File: src/rtl/upsampler_iq.sv
// rtl/upsampler_iq.sv - multi-channel zero-stuff / sample-and-hold symbol upsampler
module upsampler_iq #(
    parameter int DATA_W   = 4,
    parameter int CHANNELS = 2,
    parameter int RATE_W   = 4
) (
    input  logic                         clk,
    input  logic                         rst_n,
    input  logic                         in_valid,
    output logic                         in_ready,
    input  logic [CHANNELS*DATA_W-1:0]   in_data,
    input  logic [RATE_W-1:0]            rate,
    input  logic                         mode,
    output logic                         out_valid,
    output logic [CHANNELS*DATA_W-1:0]   out_data,
    output logic                         out_first
);

    typedef enum logic {
        S_IDLE,
        S_EMIT
    } state_t;

    localparam logic [RATE_W-1:0] RATE_ONE = {{(RATE_W-1){1'b0}}, 1'b1};

    state_t                        r_state;
    state_t                        w_state_nxt;
    logic [RATE_W-1:0]             r_phase;
    logic [RATE_W-1:0]             w_phase_nxt;
    logic [RATE_W-1:0]             r_rate;
    logic [CHANNELS*DATA_W-1:0]    r_sample;
    logic                          r_mode;
    logic                          r_alive;
    logic                          w_last;
    logic                          w_accept;
    logic                          w_emit;
    logic [RATE_W-1:0]             w_rate_eff;

    // r_alive keeps in_ready low during reset and for the first cycle after release
    assign w_emit     = (r_state == S_EMIT);
    assign w_last     = w_emit && (r_phase == (r_rate - RATE_ONE));
    assign in_ready   = r_alive && ((r_state == S_IDLE) || w_last);
    assign w_accept   = in_valid && in_ready;
    assign w_rate_eff = (rate == '0) ? RATE_ONE : rate;

    always_comb begin
        w_state_nxt = r_state;
        w_phase_nxt = r_phase;
        case (r_state)
            S_IDLE: begin
                if (w_accept) begin
                    w_state_nxt = S_EMIT;
                    w_phase_nxt = '0;
                end
            end
            S_EMIT: begin
                if (w_last) begin
                    w_phase_nxt = '0;
                    w_state_nxt = w_accept ? S_EMIT : S_IDLE;
                end else begin
                    w_phase_nxt = r_phase + RATE_ONE;
                end
            end
            default: begin
                w_state_nxt = S_IDLE;
                w_phase_nxt = '0;
            end
        endcase
    end

    always_ff @(posedge clk or negedge rst_n) begin
        if (!rst_n) begin
            r_state  <= S_IDLE;
            r_phase  <= '0;
            r_rate   <= '0;
            r_mode   <= 1'b0;
            r_sample <= '0;
            r_alive  <= 1'b0;
        end else begin
            r_state <= w_state_nxt;
            r_phase <= w_phase_nxt;
            r_alive <= 1'b1;
            if (w_accept) begin
                r_sample <= in_data;
                r_mode   <= mode;
                r_rate   <= w_rate_eff;
            end
        end
    end

    // Outputs decode registered state only, so the async reset clears them immediately
    assign out_valid = w_emit;
    assign out_first = w_emit && (r_phase == '0);
    assign out_data  = (w_emit && ((r_phase == '0) || r_mode)) ? r_sample : '0;

endmodule

File: config.mk
export PLATFORM = sky130hd
export DESIGN_NAME = upsampler_iq
export DESIGN_NICKNAME = d
export VERILOG_FILES = /design/src/rtl/upsampler_iq.sv
export SDC_FILE = /design/constraint.sdc
export NUM_CORES = 1
export LEC_CHECK = 0
export BUFFER_PORTS_ARGS = -buffer_cell sky130_fd_sc_hd__buf_2
export CAP_MARGIN = 20
export CORE_MARGIN = 5
export CORE_UTILIZATION = 55
export CTS_BUF_LIST = sky130_fd_sc_hd__clkbuf_8
export CTS_CLUSTER_DIAMETER = 80
export DETAILED_ROUTE_END_ITERATION = 12
export PLACE_DENSITY = 0.79
export SKIP_LAST_GASP = 1
export SLEW_MARGIN = 10
export SYNTH_ARGS = -nofsm -noshare
export SYNTH_HDL_FRONTEND = slang
export SYNTH_SLANG_ARGS = --single-unit
export TNS_END_PERCENT = 5
File: constraint.sdc
create_clock -name clk -period 2.8 [get_ports clk]
set_input_delay 0.42 -clock clk [delete_from_list [all_inputs] [get_ports clk]]
set_output_delay 0.42 -clock clk [all_outputs]
set_load 0.005 [all_outputs]
==> summary.md <==
| Metric | Value |
|---|---|
| Cell count after synthesis | 160 |
| Ys async rst share | 100% |
| Average wire per standard cell | 16.2 um |
| Final slew viol count | 0 |
| Cell variety after synth | 34 |
| Most common cell after layout, fill and taps aside | buf_2 |
| Pin count of the biggest net entering global routing | 36 |
| Clk slew on worst S/H paths | 70 ps |
| Overflow after GRT | 0 |
| Critical Path RT | 2380 ps |
| Port bufs | 26 |
| Final hold vios | 0 |
| TNS Setup | 0 ps |
| First-pass GRT wire length | 5690 um |
| Via count | 1,316 |
| Complex-gate fraction of the synthesized area | 13.1% |
| Largest family of logic cells by synthesized area | simple AND/OR/NAND/NOR gates |
| Total Wirelength | 3440 um |
| CP cell instances | inv_1, ha_1, xnor3_1, nand3_1, o21ai_0, and2_1, buf_2 |
| Post-DP HPWL | 2370 um |
| Avg Cell Area, Syn | 8.78 um^2 |
| Pleak | 0.655 nW |
| Main flop type after synthesis | dfrtp_1 |
| CTS Buf Count | 3 |
| Mux cell area share after synthesis | 0% |
| Worst endpoint data arrival time | 2020 ps |
| Main area contributors after synthesis | dfrtp_1, and2_1, a221oi_1 |
| Max-slew headroom at the worst pin | 57.6% |
| Post-Synth Adder-Cell Area | 2.67% |
| Max-cap violations | 0 |
| Via density | 6.21 |
| Starting Density | 57.2% |
| Die Y | 60.5 um |
| Vias in the first global route | 1,265 |
| Final Setup Violations | 0 |
| Post-Synthesis Net Count | 179 |
| Remaining antenna violation count | 0 |
| Sequential share of the synthesized area | 33.8% |
| # rows | 18 |
| Worst-case clock buffer depth | 2 |
| Die width | 60.5 um |
| Worst vdd ir | 0.000651 V |
| Gr usage total | 20.4% |
| Path type of the worst setup path | flip-flop to output port |
| Crit-path slowest cell | dfrtp_1 |
| Initial antenna violation count | 0 |
| Design Power | 1.58 mW |
| Slew @ Worst Pin | 637 ps |
| Fin Clk Skew | 1.89 ps |
| #FFs+latches synth | 19 |
| Startpoint types | flip-flop |
| CTS resizes | 0 |
| CTS tree | done |
| XOR/XNOR share of the synthesized area | 6.41% |
| Final min period | 2440 ps |
| DR pass1 iterations | 4 |
| Die ar. | 3670 um^2 |
| RePlAce Congestion | 0.777 |
| Worst path max stage delay | 440 ps |
| Drc violations | 0 |
| Status | finished, final reports clean |
| Hold WC Path Type | input port to asynchronous set/reset pin |
| Worst skew pair latency | 260 ps |
| Layout cells sized above 1 | 23.1% |
| Ant diodes | 0 |
| Critical Path Fanout Max | 5 |
| # H-tree levels | 1 |
| Pwr dens | 1000 nW/um^2 |
| Yosys warnings | 0 |
| Post-synthesis cell type with the largest combined area | dfrtp_1 |
| Simple-Gate Fraction of Synth Area | 36.9% |
| # fillers | 213 |
| RSZ-0062 raised after global routing | false |
| Type of element capturing the critical path | output port |
| Post-CTS setup buffer count | 0 |
| Clock Sinks | 19 |
| Most frequent cells in the layout | buf_2, and2_1, nand2_1 |
| Fmax | 410 MHz |
| EDFF count, synth | 0 |
| Netlist Area Pre-Place | 1410 um^2 |
| Final #Nets | 202 |
| First DRT Iteration DRCs | 58 |
| Core Area | 2450 um^2 |
| Hold buffers post-CTS | 0 |
| # IOs | 27 |
| Top-area cell type share of the netlist area | 33.8% |
| CTS Root Cell | clkbuf_8 |
| Area Growth Syn to Fin | 12.3% |
| Post-route clock period utilization | 87.0% |
==> registers in the layout, indices dropped and copies added, names as in the netlist <==
register / flops
r_mode: 1
r_sample: 8
r_phase: 4
out_valid: 1
r_alive: 1
r_rate: 4
==> worst max-delay path: cells and delay by family (launching register included) <==
family | cells | cell delay (ps)
AOI/OAI and AO/OA | 1 | 300
xor gates and xnor gates | 1 | 380
adders and majority gates | 1 | 200
buffers and inverters | 2 | 170
DFF | 1 | 440
and+or+nand+nor | 2 | 270
==> metal layers <==
| layer | GRT usage (%) | share of wire [%] |
|---|---|---|
| met5 | 0 | 0 |
| met3 | 4.26 | 6.7 |
| met2 | 35.3 | 50 |
| met1 | 26.0 | 43 |
| met4 | 5.57 | 1.1 |
==> power by group <==
group	internal (mW)	switching (mW)	leakage (nW)	total (mW)
combinational	0.412	0.543	0.443	0.955
clock	0.0978	0.0974	0.0269	0.195
sequential	0.346	0.0823	0.185	0.428
==> metrics by stage <==
step / area [um^2] / hold slack (ps) / util (%) / instances / setup slack, ps
floorplan: 1410 / 124 / - / 160 / 868
global placement: 1530 / 392 / 62.4 / 208 / 798
detailed placement: 1530 / 395 / 62.4 / 208 / 657
CTS: 1580 / 109 / 64.3 / 212 / 352
global route: 1580 / 122 / 64.3 / 212 / 201
finish: 1580 / 93.4 / 64.3 / 212 / 363
==> Yosys cell counts, types with 2 or more instances <==
master and instances:
a221oi_1 11, and2_1 21, and3_1 2, buf_6 3, clkbuf_1 7, dfrtp_1 19
ha_1 3, inv_1 5, nand2_1 20, nand3_1 14, nand4_1 13, nor2_1 3
nor3_1 2, nor3b_1 12, o21ai_0 3, xnor2_2 2, xor2_1 3
==> cells by family after synthesis <==
logic type      Yosys count
compound gates           20
xor+xnor                  7
fa+ha+maj                 3
buf+inv                  18
flops                    19
other cells               1
simple gates             92
==> cell type report <==
type | instances | area, um^2 | share of cell area, %
Multi-Input combinational cell | 123 | 833 | 52.8
Sequential cell | 19 | 475 | 30.1
Timing Repair Buffer | 31 | 168 | 10.6
Clock buffer | 3 | 41.3 | 2.62
Tap cell | 30 | 37.5 | 2.38
Inverter | 5 | 18.8 | 1.19
Clock inverter | 1 | 3.75 | 0.238
==> path summary, 6_finish.rpt <==
path,start,end,slack (ps),cells past startpoint
worst max-delay path,r_rate[0],in_ready,360,7
worst min-delay path,rst_n,out_valid,90,1
worst max register to register,r_rate[0],r_mode,770,6
worst min register to register,r_mode,r_mode,550,2
max in group asynchronous,rst_n,r_sample[1],2390,1
min in group clk,in_data[0],r_sample[0],410,3
(Power assumes the default switching activity.)
